### config.mk
export PLATFORM = sky130hd
export DESIGN_NAME = orn_sticky
export DESIGN_NICKNAME = d
export VERILOG_FILES = /design/src/rtl/orn_sticky.sv
export SDC_FILE = /design/constraint.sdc
export NUM_CORES = 1
export LEC_CHECK = 0
export CORE_AREA = 2 2 39 41
export CTS_CLUSTER_SIZE = 14
export DETAILED_ROUTE_END_ITERATION = 10
export DIE_AREA = 0 0 41 43
export MAX_ROUTING_LAYER = met4
export PLACE_DENSITY = 0.7
export SKIP_CTS_REPAIR_TIMING = 1
export SYNTH_ARGS = -nofsm -noshare
export SYNTH_HDL_FRONTEND = slang
export SYNTH_SLANG_ARGS = --single-unit
### constraint.sdc
create_clock -name ck -period 1.35 [get_ports ck]
set_clock_uncertainty 0.2 [all_clocks]
set_input_delay 0.135 -clock ck [delete_from_list [all_inputs] [get_ports ck]]
set_output_delay 0.135 -clock ck [all_outputs]
set_load 0.03 [all_outputs]
### src/rtl/orn_sticky.sv
// orn_sticky: masked N-input OR with sticky capture and first-event index.
// Optional input synchronizer enabled by defining ORN_INSYNC_EN.
module orn_sticky #(
  parameter int WIDTH = 4,
  parameter int IDXW  = $clog2(WIDTH)
) (
  input  logic             ck,
  input  logic             rst,
  input  logic [WIDTH-1:0] i,
  input  logic [WIDTH-1:0] mask,
  input  logic             mode,
  input  logic             clr,
  output logic             q,
  output logic [WIDTH-1:0] sticky,
  output logic [IDXW-1:0]  first_idx,
  output logic             first_vld
);

  logic [WIDTH-1:0] s;
  logic [WIDTH-1:0] e;
  logic [WIDTH-1:0] base;
  logic [WIDTH-1:0] sticky_n;
  logic [IDXW-1:0]  low;

`ifdef ORN_INSYNC_EN
  logic [WIDTH-1:0] sync1;
  logic [WIDTH-1:0] sync2;

  // Two-flop synchronizer so i may be asynchronous to ck
  always_ff @(posedge ck or posedge rst) begin
    if (rst) begin
      sync1 <= '0;
      sync2 <= '0;
    end else begin
      sync1 <= i;
      sync2 <= sync1;
    end
  end

  assign s = sync2;
`else
  assign s = i;
`endif

  // A clear only removes old state; a same-cycle event is kept
  assign e        = s & ~mask;
  assign base     = clr ? '0 : sticky;
  assign sticky_n = base | e;

  // Lowest set channel of the current event vector
  always_comb begin
    low = '0;
    for (int k = WIDTH - 1; k >= 0; k--) begin
      if (e[k]) low = IDXW'(k);
    end
  end

  // Summary, sticky flags and first-event record
  always_ff @(posedge ck or posedge rst) begin
    if (rst) begin
      q         <= 1'b0;
      sticky    <= '0;
      first_idx <= '0;
      first_vld <= 1'b0;
    end else begin
      sticky <= sticky_n;
      q      <= mode ? |sticky_n : |e;
      if (base == '0 && e != '0) begin
        first_vld <= 1'b1;
        first_idx <= low;
      end else if (clr && e == '0) begin
        first_vld <= 1'b0;
        first_idx <= '0;
      end
    end
  end

endmodule

Yosys cells after proc, flatten, opt, wreduce, memory -nomap -nowiden
Index checks and enable logic that the tools add are counted.

Register bits after elaboration: 8. Output and inout bits: 8. Input port bits: 12. Word-level logic and storage cells: 25.

Mux-type cells: 10. Reduce and logical (&&, ||, !) cells: 8. Bitwise operators: 3.

Operators by type and width (number): $mux 2 (6); $logic_not 4->1 (2); $reduce_or 4->1 (2); $and 4x4->4 (1); $mux 4 (1); $not 4->4 (1); $or 4x4->4 (1); $reduce_bool 4->1 (1); $mux 1 (3); $logic_and 1x1->1 (2); $reduce_bool 2->1 (1).

Logic depth before layout (Yosys ltp)
Depth after elaboration: 7. Gate-level depth with buffers: 4. Depth with buffers taken out: 4.

Worst setup path after synthesis
Ideal clock, no wire load.

Path type: register to register. Start point: register sticky[0]. End point: register first_idx[1]. Library setup time: 0.127 ns. Setup slack: -0.134 ns. Arrival time: 1.156 ns. Clock period less this slack: 1.484 ns. Data required time: 1.023 ns. Path buffers: 0. Stages on the path, launching flop included: 5. Cells stage by stage: dfrtp_1 > nor4_4 > o21ai_0 > nand3b_1 > o21ai_0.

Longest elaborated chain between the ends: 4. Elaborated cells on any way between the ends: 5. Those cells by class: mux (2); reduce/logical (3).

Ends and longest elaborated chain: from (decl) (line 14) `output logic [WIDTH-1:0] sticky,`; from (signal assigned) (line 66) `sticky <= sticky_n;`; $mux 4 * (line 47) `assign base = clr ? '0 : sticky;`; $logic_not 4->1 * (line 68) `if (base == '0 && e != '0) begin`; $logic_and 1x1->1 * (line 68); $mux 2 or $reduce_bool 2->1 (tied branches); to (signal assigned) (line 70) `first_idx <= low;`; to (decl) (line 15) `output logic [IDXW-1:0] first_idx,`.

Mark *: on every way between the ends. The rest lies on a longest branch, timed or not. A chain may end at the register's enable or synchronous reset.

Worst setup path after layout
Start point: register sticky[1]. End point: register first_idx[1].

Same word-level chain as after synthesis.

==> results.sh <==
export IMPL_outcome="finished, violations left"
export IMPL_violations="negative setup slack"
export IMPL_syn_area_per_cell_um2=10.2
export IMPL_fin_crit_ps=1420
export IMPL_core_area_um2=1380
export IMPL_clk_latency_ps=260
export IMPL_die_x_um=41
export IMPL_internal_power_w=0.000493
export IMPL_grt_max_degree=9
export IMPL_hp_class="input pin to flip-flop"
export IMPL_cp_end_kind="flip-flop"
export IMPL_wirelength_um=936
export IMPL_powerDensity_nw_per_um2=985
export IMPL_critPathLaunchType="flip-flop"
export IMPL_clkTransAtPathRegs_ps=50
export IMPL_antenna_cells=0
export IMPL_first_global_vias=369
export IMPL_cts_root_buffer="clkbuf_4"
export IMPL_cts_buffer_depth=2
export IMPL_p_sw_frac=0.306
export IMPL_num_fill_cells=138
export IMPL_seq_area_frac_synth=0.491
export IMPL_rsz0062_at_grt="yes"
export IMPL_mappedNetlistNets=52
export IMPL_most_common_layout_cells="14 x buf_4, 11 x clkdlybuf4s50_1, 8 x inv_1"
export IMPL_p_sw_w=0.000217
export IMPL_leakage_nw=0.356
export IMPL_layout_worst_path_cycle_share=1.05
export IMPL_max_freq_mhz=703
export IMPL_die_area_um2=1760
export IMPL_relSlewSlack=0.772
export IMPL_final_common_cell="buf_4"
export IMPL_synth_warnings=0
export IMPL_gp_congestion=0.805
export IMPL_cp_max_fo=4
export IMPL_pwr_share_seq=0.400
export IMPL_hold_violations=0
export IMPL_die_y_um=43
export IMPL_grt_first_pass_wirelength_mm=1.54
export IMPL_worst_pin_slew_ps=339
export IMPL_cp_required_ps=1290
export IMPL_drc=0
export IMPL_ys_seq_elements=8
export IMPL_viasPerCell=4.46
export IMPL_place_area_um2=677
export IMPL_maxCapViolCount=0
export IMPL_hpwl_um=742
export IMPL_vias=397
export IMPL_io_buffers=19
export IMPL_mappedNetlistArea_um2=408
export IMPL_antenna_found_initial=0
export IMPL_combPwrFrac=0.317
export IMPL_wire_per_inst_um=10.5
export IMPL_ioPinCount=20
export IMPL_pre_cts_slack_ps=-219
export IMPL_drv_slew=0
export IMPL_clockPowerShare=0.283
export IMPL_setup_viol=3
export IMPL_first_pass_iters=2
export IMPL_fin_nets=86
export IMPL_grt_ovfl_total=0
export IMPL_cts_tree="done"
export IMPL_numClockSinks=8
export IMPL_drtIter0Drc=2
export IMPL_ir_drop_uv=449
export IMPL_cts_max_level=1
export IMPL_fin_area_um2=721
export IMPL_setup_ws_ps=-72.6
export IMPL_synth_cells=40
export IMPL_grt_usage=0.148
export IMPL_cts_buffers=3
export IMPL_syn2layout_area_growth_pct=76.7
export IMPL_drive_above_1_share=0.370
export IMPL_cp_arrival_ps=1360
export IMPL_critical_path_class="flip-flop to flip-flop"
export IMPL_start_util=0.295
export IMPL_synth_cell_type_count=18
export IMPL_row_count=14
export IMPL_final_antenna_net_count=0
## sequential cells by signal, summed over array words and instances, names as in the netlist
name,cells
first_idx,2
q,1
sticky,4
first_vld,1
## metal layers
metal | vias to the layer above | share of wire | track usage
li1 | 200 | - | -
met1 | 174 | 0.42 | 0.172
met2 | 19 | 0.45 | 0.181
met3 | 4 | 0.088 | 0.0628
met4 | 0 | 0.042 | 0.140
met5 | - | 0 | -
## power by group through the flow
stage	registers, W	clock network (W)	logic (W)
after floorplan	0.000339	0	0.0000559
after global placement	0.000288	0	0.000223
after detailed placement	0.000289	0	0.000225
after CTS	0.000285	0.000205	0.000226
after global routing	0.000287	0.000226	0.000244
final	0.000284	0.000201	0.000225
## area by class of cell
class | instances | area (um2) | area share
inverter | 8 | 30.0 | 0.0417
timing repair buffer | 29 | 263 | 0.365
sequential | 8 | 204 | 0.283
tap | 16 | 20.0 | 0.0278
multi-input combinational | 24 | 178 | 0.247
clock buffer | 4 | 26.3 | 0.0365
## Yosys cell counts
library cell | number | share of area
nand2b_2 | 2 | 0.043
and2b_1 | 1 | 0.018
nor2_1 | 1 | 0.0092
a211o_2 | 1 | 0.025
nand3_1 | 1 | 0.012
inv_1 | 8 | 0.074
a21o_1 | 1 | 0.018
nand3b_1 | 1 | 0.018
o31ai_2 | 1 | 0.031
dfrtp_1 | 8 | 0.49
nand2b_1 | 2 | 0.031
nor2b_1 | 1 | 0.015
a31oi_1 | 1 | 0.015
o21ai_0 | 7 | 0.086
o21ai_2 | 1 | 0.021
nor4_4 | 1 | 0.052
nand4_2 | 1 | 0.031
nand2_1 | 1 | 0.0092
## stage by stage
step	hold slack, ps	util	cells	TNS [ps]	total power (W)
6_report	272	0.521	89	-199	0.000710
3_3_place_gp	209	0.489	84	-525	0.000511
4_1_cts	-68.6	0.508	88	-947	0.000717
5_1_grt	275	0.521	89	-444	0.000758
2_1_floorplan	-250	-	40	-138	0.000395
3_5_place_dp	205	0.489	84	-575	0.000514
## cell families after synthesis
kind of cell,count (synthesis),synth area share
AOI/OAI and AO/OA,12,0.196
buffers and inverters,8,0.0736
DFF,8,0.491
and+or+nand+nor,12,0.239
## path summary, 6_finish.rpt
check / slack [ps] / end / start / depth (start not counted)
setup / recovery: -70 / first_idx[1]$_DFFE_PP0P_ / sticky[1]$_DFF_PP0_ / 4
max in group asynchronous: 210 / sticky[1]$_DFF_PP0_ / rst / 3
setup reg to reg: -70 / first_idx[1]$_DFFE_PP0P_ / sticky[1]$_DFF_PP0_ / 4
min in group asynchronous: 480 / sticky[3]$_DFF_PP0_ / rst / 3
hold reg to reg: 320 / first_vld$_DFFE_PP0P_ / first_vld$_DFFE_PP0P_ / 2
hold / removal: 270 / q$_DFF_PP0_ / mode / 2
## critical path: stages (launching register included)
cell	delay, ps
dfrtp_2	420
nor4_4	390
o21ai_1	130
nand3b_1	100
o21ai_1	60
Power figures use the tool's default switching activity.
